`config.mk`:
```
export PLATFORM = sky130hd
export DESIGN_NAME = inst_fetch
export DESIGN_NICKNAME = d
export VERILOG_FILES = /design/src/rtl/fetch_pkg.sv /design/src/rtl/next_pc_calc.sv /design/src/rtl/inst_fetch.sv
export SDC_FILE = /design/constraint.sdc
export NUM_CORES = 1
export LEC_CHECK = 0
export BUFFER_PORTS_ARGS = -buffer_cell sky130_fd_sc_hd__buf_4
export CAP_MARGIN = 20
export CORE_ASPECT_RATIO = 0.7
export CORE_MARGIN = 4
export CORE_UTILIZATION = 57
export DETAILED_ROUTE_END_ITERATION = 12
export MAX_ROUTING_LAYER = met4
export PLACE_DENSITY = 0.95
export SLEW_MARGIN = 20
export SYNTH_ARGS = -nofsm -noshare
export SYNTH_HDL_FRONTEND = slang
export SYNTH_SLANG_ARGS = --single-unit
```
`constraint.sdc`:
```
create_clock -name Clk -period 3.6 [get_ports Clk]
set_input_delay 0.36 -clock Clk [delete_from_list [all_inputs] [get_ports Clk]]
set_output_delay 0.36 -clock Clk [all_outputs]
set_load 0.01 [all_outputs]
```
`src/rtl/fetch_pkg.sv`:
```
// Shared fetch-stage types and default widths, also used by the instruction ROM and the decoder.
package fetch_pkg;

    typedef enum logic [1:0] {
        IDLE,
        RUN,
        HALT
    } fetch_state_t;

    localparam int unsigned DefIw = 10;
    localparam int unsigned DefOw = 6;
    localparam int unsigned DefCw = 16;

endpackage

```
`src/rtl/next_pc_calc.sv`:
```
// Combinational next-PC generator: sequential increment or taken branch (relative or absolute).
module next_pc_calc #(
    parameter int unsigned IW = 10,
    parameter int unsigned OW = 6
) (
    input  logic [IW-1:0] pc,
    input  logic          branch_taken,
    input  logic          branch_abs,
    input  logic [OW-1:0] offset,
    input  logic [IW-1:0] target,
    output logic [IW-1:0] next_pc
);

    logic [IW-1:0] offset_ext;

    // Width cast of a signed operand sign-extends; IW-bit sums wrap modulo 2**IW.
    assign offset_ext = IW'($signed(offset));

    always_comb begin
        next_pc = pc + IW'(1);
        if (branch_taken) begin
            next_pc = branch_abs ? target : pc + offset_ext;
        end
    end

endmodule

```
`src/rtl/inst_fetch.sv`:
```
// Program counter and fetch sequencer driving the instruction ROM address.
module inst_fetch
    import fetch_pkg::*;
#(
    parameter int unsigned IW = DefIw,
    parameter int unsigned OW = DefOw,
    parameter int unsigned CW = DefCw
) (
    input  logic          Clk,
    input  logic          ResetN,
    input  logic          Start,
    input  logic [IW-1:0] StartAddr,
    input  logic          Stall,
    input  logic          Halt,
    input  logic          BranchTaken,
    input  logic          BranchAbs,
    input  logic [OW-1:0] Offset,
    input  logic [IW-1:0] Target,
    output logic [IW-1:0] InstAddress,
    output logic          Running,
    output logic          Done,
    output logic [CW-1:0] InstCount
);

    fetch_state_t  state_q, state_d;
    logic [IW-1:0] pc_q, pc_d;
    logic [CW-1:0] count_q, count_d;
    logic [IW-1:0] next_pc;
    logic [CW-1:0] count_inc;

    next_pc_calc #(
        .IW(IW),
        .OW(OW)
    ) u_next_pc_calc (
        .pc          (pc_q),
        .branch_taken(BranchTaken),
        .branch_abs  (BranchAbs),
        .offset      (Offset),
        .target      (Target),
        .next_pc     (next_pc)
    );

    assign count_inc = (count_q == {CW{1'b1}}) ? count_q : count_q + CW'(1);

    always_comb begin
        state_d = state_q;
        pc_d    = pc_q;
        count_d = count_q;
        if (Start) begin
            state_d = RUN;
            pc_d    = StartAddr;
            count_d = '0;
        end else if (state_q == RUN && !Stall) begin
            count_d = count_inc;
            if (Halt) begin
                state_d = HALT;
            end else begin
                pc_d = next_pc;
            end
        end
    end

    always_ff @(posedge Clk or negedge ResetN) begin
        if (!ResetN) begin
            state_q <= IDLE;
            pc_q    <= '0;
            count_q <= '0;
        end else begin
            state_q <= state_d;
            pc_q    <= pc_d;
            count_q <= count_d;
        end
    end

    assign InstAddress = pc_q;
    assign Running     = (state_q == RUN);
    assign Done        = (state_q == HALT);
    assign InstCount   = count_q;

endmodule

```
==> results of run 1 <==
cells by family after synthesis:
logic type	after synthesis
buffers and inverters	15
muxes	5
xor gates and xnor gates	20
AOI/OAI and AO/OA	65
DFF	28
adders and majority gates	12
and+or+nand+nor	110
synth_stat cells (3+ instances only):
cell type and count:
sky130_fd_sc_hd__nor4_1 5, sky130_fd_sc_hd__o221ai_1 3, sky130_fd_sc_hd__clkbuf_1 6, sky130_fd_sc_hd__o21ai_0 18
sky130_fd_sc_hd__a21oi_1 16, sky130_fd_sc_hd__nor3_1 8, sky130_fd_sc_hd__ha_1 11, sky130_fd_sc_hd__nor2b_1 5
sky130_fd_sc_hd__nand3_1 15, sky130_fd_sc_hd__xor2_1 7, sky130_fd_sc_hd__nor2_1 32, sky130_fd_sc_hd__inv_1 6
sky130_fd_sc_hd__xnor2_1 13, sky130_fd_sc_hd__nor3b_1 3, sky130_fd_sc_hd__mux2i_1 5, sky130_fd_sc_hd__dfrtp_1 28
sky130_fd_sc_hd__a211oi_1 4, sky130_fd_sc_hd__nand2_1 18, sky130_fd_sc_hd__nand4_1 9
flip-flops by register name (all words and copies together), names as in the netlist:
signal       count
InstCount       16
InstAddress     10
state_q          2
critical path: stages, from the launching register on:
cell and delay [ns]:
sky130_fd_sc_hd__dfrtp_1 0.47, sky130_fd_sc_hd__ha_1 0.32, sky130_fd_sc_hd__a211oi_1 0.34, sky130_fd_sc_hd__o21ai_0 0.23
sky130_fd_sc_hd__a221o_1 0.35, sky130_fd_sc_hd__or3b_1 0.37, sky130_fd_sc_hd__nand3_1 0.08
per-layer routing:
| layer | vias up | routed length [um] |
|---|---|---|
| met4 | 0 | 98 |
| met5 | - | 0 |
| met1 | 1054 | 2730 |
| li1 | 1063 | - |
| met3 | 12 | 505 |
| met2 | 104 | 2710 |
report_power, final:
part	switching, W	internal (W)	leakage [nW]	total (W)
registers	0.0000348	0.000333	0.359	0.000368
logic	0.000152	0.000137	0.788	0.000289
clock network	0.000103	0.000149	0.0357	0.000252
total	0.000290	0.000618	1.18	0.000908
metrics by stage:
step | setup WS (ns) | hold slack (ns) | cell area (um^2)
after floorplan | 1.58 | 0.0644 | 2180
after detailed placement | 1.40 | 0.302 | 2660
after global routing | 1.24 | 0.287 | 2740
final | 1.37 | 0.283 | 2740
after CTS | 1.40 | 0.278 | 2740
after global placement | 1.46 | 0.302 | 2660
worst max path at each step:
stage / startpoint / endpoint / slack (ns) / depth (start not counted)
detailed placement: Offset[1] / InstAddress[7] / 1.40 / 7
finish: InstAddress[1] / InstAddress[7] / 1.37 / 6
global placement: Offset[1] / InstAddress[7] / 1.46 / 7
CTS: InstAddress[1] / InstAddress[7] / 1.40 / 6
global route: InstAddress[1] / InstAddress[7] / 1.24 / 6
floorplan: InstAddress[1] / InstAddress[7] / 1.58 / 6
cell type report:
| type | count | area (um^2) |
|---|---|---|
| Clock buffer | 3 | 41.3 |
| Clock inverter | 1 | 30.0 |
| Fill cell | 280 | 863 |
| Inverter | 7 | 26.3 |
| Multi-Input combinational cell | 212 | 1420 |
| Sequential cell | 28 | 701 |
| Tap cell | 50 | 62.6 |
| Timing Repair Buffer | 61 | 460 |
==> impl_metrics.ini, run 1 <==
[min_path]
whs_endpoint = InstAddress[0]
min_from = StartAddr[0]
hp-class = input pin to register
hold-path-cell-count = 3

[place]
detailedPlacementHpwl_um = 4580
placed_instances = 357
gp_congestion = 0.997
port-buffer-count = 60

[floorplan]
die_h_um = 59.8
top_level_ports = 61
core_mm2 = 0.00360
placementRows = 18
die-width_um = 82.0
initial_core_util = 0.606
design.die.area_mm2 = 0.00490

[global_routing]
grt_max_degree = 35
wire_length_of_the_first_global_routing_pass_um = 10000
grt_pass1_vias = 2082
number_of_antenna_violations_at_the_first_check_in_global_routing = 0
gr-usage-met2 = 0.406
grt.met1_usage = 0.385
global_route_track_usage_on_met3 = 0.0437
grt_remaining_overflow = 0
grt_use_total = 0.272
grt.busiest_layer = met2

[flow_run]
drv.max_cap_violation_count = 0

[critical_path]
timing.reg2reg.worst_path_depth = 6
r2r_slack_ns = 1.37
critical_path_class = register to register
critPathCaptureType = register
setup.worst_path.start_class = register
worstPathMaxFanout = 7
reg2reg_from = InstAddress[1]
critical_path_required_ns = 3.82
critPathArrivalTime_ns = 2.45
worst_r2r_endpoint = InstAddress[7]

[clocking]
clk_latency_ns = 0.28
cts_tree = yes
cts_root_buffer = sky130_fd_sc_hd__clkbuf_8
clk_transition_reported_paths_ns = 0.10
cts_hold_buf = 1
ctsLongestPathBuffers = 2
clock_sink_count = 28
cts.repair_timing.setup_buffer_count = 0
cts.repair.resized = 0
cts-buffers-inserted = 3
cts_max_level = 1

[synthesis]
post_synthesis_async_set_or_reset_flop_share = 1.00
muxShareOfSynthArea = 0.0229
synth.yosys.warnings = 0
synth_area_leaders = sky130_fd_sc_hd__dfrtp_1 32%, sky130_fd_sc_hd__ha_1 6.3%, sky130_fd_sc_hd__nor2_1 5.5%
yosys.area_share.xor_xnor = 0.0802
synth-compound-area-share = 0.205
yosys.area.top_type = sky130_fd_sc_hd__dfrtp_1
synth-seq-area-share = 0.321
synth.lib_cells_used.distinct = 52
synth.cell_area_mm2 = 0.00218
combinational_family_with_the_most_area_after_synthesis = simple AND/OR/NAND/NOR gates
dominantRegCellSynth = sky130_fd_sc_hd__dfrtp_1
mappedNetlistNets = 300
syn-instance-count = 255
synth_edf_count = 0
synth-adder-area-share = 0.0722
avgSynthCellArea_um2 = 8.56
synth-seq-cells = 28
yosysTopAreaCellShare = 0.321
synthSimpleGateAreaFrac = 0.269

[final_layout]
antenna_cells = 0
mostFrequentLayoutCell = sky130_fd_sc_hd__buf_4
commonest_cells_after_routing_fill_and_taps_aside = 60 x sky130_fd_sc_hd__buf_4, 32 x sky130_fd_sc_hd__nor2_1, 28 x sky130_fd_sc_hd__dfrtp_1
layoutNonFillerInstCount = 362
final_core_util = 0.760
drive_gt1_frac = 0.234
flow.area_growth_from_synthesis_pct = 25.5
final_nets = 358

[routing]
via_count = 2233
number_of_remaining_drc_errors = 0
viasPerCell = 6.17
drt_wl_total_um = 6050
drt-initial-drc-count = 242
drt.antenna.violating_nets = 0
wl_per_cell_um = 16.7
drt-pass1-iter-count = 5

[timing]
achievable-frequency_ghz = 0.448
slew-limit-headroom = 0.555
measured_slew_at_the_worst_slew_check_pin_ns = 0.661
min_period_over_period = 0.620
final_report_max_slew_violation_count = 0
finalClockSkew_ns = 0.00327
timing.setup.tns_ns = 0
timing.final.hold_violations = 0
setup_viol = 0
timing.final.crit_period_ns = 2.23
rsz0062_at_grt = no

[power]
pwr_cell_area_mw_per_mm2 = 331
vdd_drop_max_uv = 208
power.static_leakage_nw = 1.18
total_power_w = 0.000908

[run_status]
status = finished clean
No activity file was read; power rests on OpenSTA's default activity.
==> inputs of run 2 (changes only) <==
--- a/config.mk
+++ b/config.mk
@@ -9,10 +9,10 @@
 export CAP_MARGIN = 20
 export CORE_ASPECT_RATIO = 0.7
 export CORE_MARGIN = 4
-export CORE_UTILIZATION = 57
+export CORE_UTILIZATION = 53
 export DETAILED_ROUTE_END_ITERATION = 12
 export MAX_ROUTING_LAYER = met4
-export PLACE_DENSITY = 0.95
+export PLACE_DENSITY = 0.91
 export SLEW_MARGIN = 20
 export SYNTH_ARGS = -nofsm -noshare
 export SYNTH_HDL_FRONTEND = slang
==> constraint.sdc (replaced) <==
create_clock -name Clk -period 2.15 [get_ports Clk]
set_input_delay 0.215 -clock Clk [delete_from_list [all_inputs] [get_ports Clk]]
set_output_delay 0.215 -clock Clk [all_outputs]
set_load 0.01 [all_outputs]
==> impl_metrics.ini, run 2 (synthesis gave the netlist of run 1 again) <==
[routing]
drt.antenna.violating_nets = 0
drt-pass1-iter-count = 4
wl_per_cell_um = 16.2
viasPerCell = 5.98
drt-initial-drc-count = 151
drt_wl_total_um = 6030
number_of_remaining_drc_errors = 0
via_count = 2225

[power]
share_comb_of_total_power = 0.358
p_int_w = 0.000969
seqPwrFrac = 0.414
power.static_leakage_nw = 1.22
total_power_w = 0.00145
pwr_cell_area_mw_per_mm2 = 520
power.switching_w = 0.000485
vdd_drop_max_uv = 338
power_frac_clock = 0.228
sw_frac_of_total = 0.333

[clocking]
clk_transition_reported_paths_ns = 0.10
cts_max_level = 1
cts-buffers-inserted = 3
cts_tree = yes
cts_root_buffer = sky130_fd_sc_hd__clkbuf_8
clock_sink_count = 28
clk_latency_ns = 0.28
ctsLongestPathBuffers = 2
cts.repair_timing.setup_buffer_count = 0

[critical_path]
critical_path_required_ns = 2.33
critical_path_startpoint = InstAddress[0]
critPathArrivalTime_ns = 2.20
worstPathMaxFanout = 3
reg2reg_from = InstAddress[0]
timing.reg2reg.worst_path_depth = 7
setup.worst_path.start_class = register
critical_path_class = register to register
critPathCaptureType = register

[floorplan]
placementRows = 19
design.die.area_mm2 = 0.00523
die_h_um = 61.7
top_level_ports = 61
initial_core_util = 0.553
die-width_um = 84.7
core_mm2 = 0.00395

[global_routing]
wire_length_of_the_first_global_routing_pass_um = 9530
grt_max_degree = 29
grt_use_total = 0.237
grt_pass1_vias = 2026
grt_remaining_overflow = 0
number_of_antenna_violations_at_the_first_check_in_global_routing = 0

[final_layout]
max_ffs_per_register = 16
flow.area_growth_from_synthesis_pct = 28.0
antenna_cells = 0
mostFrequentLayoutCell = sky130_fd_sc_hd__buf_4
drive_gt1_frac = 0.259
final_nets = 366
commonest_cells_after_routing_fill_and_taps_aside = 68 x sky130_fd_sc_hd__buf_4, 32 x sky130_fd_sc_hd__nor2_1, 28 x sky130_fd_sc_hd__dfrtp_1
nFillCells = 310

[place]
port-buffer-count = 60
gp_congestion = 0.890
detailedPlacementHpwl_um = 4530

[timing]
timing.setup.tns_ns = 0
setup_viol = 0
final_report_max_slew_violation_count = 0
min_period_over_period = 0.939
measured_slew_at_the_worst_slew_check_pin_ns = 0.578
achievable-frequency_ghz = 0.495
timing.final.crit_period_ns = 2.02
finalClockSkew_ns = 0.00583
timing.final.hold_violations = 0
rsz0062_at_grt = no
slew-limit-headroom = 0.612

[flow_run]
drv.max_cap_violation_count = 0

[run_status]
status = finished clean

[min_path]
hold-path-cell-count = 2
hp-class = input pin to register
min_from = StartAddr[2]
run 2: per-layer routing:
| layer | part of all wire | global-route usage | wire [um] |
|---|---|---|---|
| met3 | 0.076 | 0.0435 | 457 |
| met1 | 0.45 | 0.317 | 2710 |
| met4 | 0.014 | 0.0609 | 87 |
| met2 | 0.46 | 0.379 | 2780 |
| met5 | 0 | - | 0 |
run 2: stage by stage:
| step | cells | setup WS (ns) | hold slack [ns] | util | instance area, um^2 |
|---|---|---|---|---|---|
| global route | 372 | 0.00849 | 0.147 | 0.708 | 2800 |
| floorplan | 255 | 0.130 | -0.0806 | - | 2180 |
| CTS | 372 | 0.0456 | 0.140 | 0.706 | 2790 |
| detailed placement | 367 | 0.0651 | 0.158 | 0.690 | 2720 |
| finish | 372 | 0.130 | 0.139 | 0.708 | 2800 |
| global placement | 367 | 0.149 | 0.156 | 0.690 | 2720 |
run 2: path summary, 6_finish.rpt:
path / to / slack [ns]
max: InstAddress[8] / 0.13
min: InstAddress[2] / 0.14
min in group asynchronous: InstCount[11] / 0.39
min reg2reg: state_q[0] / 0.55
max in group asynchronous: InstAddress[3] / 1.49
max reg2reg: InstAddress[8] / 0.13
run 2: area by class of cell:
cell class,count,area [um^2],area share
Multi-Input combinational cell,212,1430,0.511
Inverter,7,26.3,0.00940
Timing Repair Buffer,69,520,0.186
Sequential cell,28,701,0.251
Tap cell,52,65.1,0.0233
Clock buffer,4,55.1,0.0197
run 2: what timing repair did:
action | in CTS | in global routing
hold endpoints to repair | 28 | 0
resized for setup | 0 | 3
endpoints found under the setup margin | 0 | 2
hold buffers | 1 | 0
run 2: power groups by stage:
| stage | clock network, W | logic, W | registers [W] |
|---|---|---|---|
| after global routing | 0.000351 | 0.000573 | 0.000607 |
| after detailed placement | 0 | 0.000504 | 0.000610 |
| final | 0.000331 | 0.000520 | 0.000602 |
| after global placement | 0 | 0.000490 | 0.000609 |
| after floorplan | 0 | 0.000289 | 0.000625 |
| after CTS | 0.000333 | 0.000509 | 0.000601 |
run 2: worst max-delay path, cell delays in order (launching register included):
cell	delay, ns
sky130_fd_sc_hd__dfrtp_1	0.39
sky130_fd_sc_hd__ha_1	0.24
sky130_fd_sc_hd__fa_1	0.44
sky130_fd_sc_hd__a21oi_2	0.19
sky130_fd_sc_hd__o211ai_1	0.16
sky130_fd_sc_hd__a31oi_1	0.22
sky130_fd_sc_hd__xnor2_1	0.09
sky130_fd_sc_hd__a22o_1	0.20
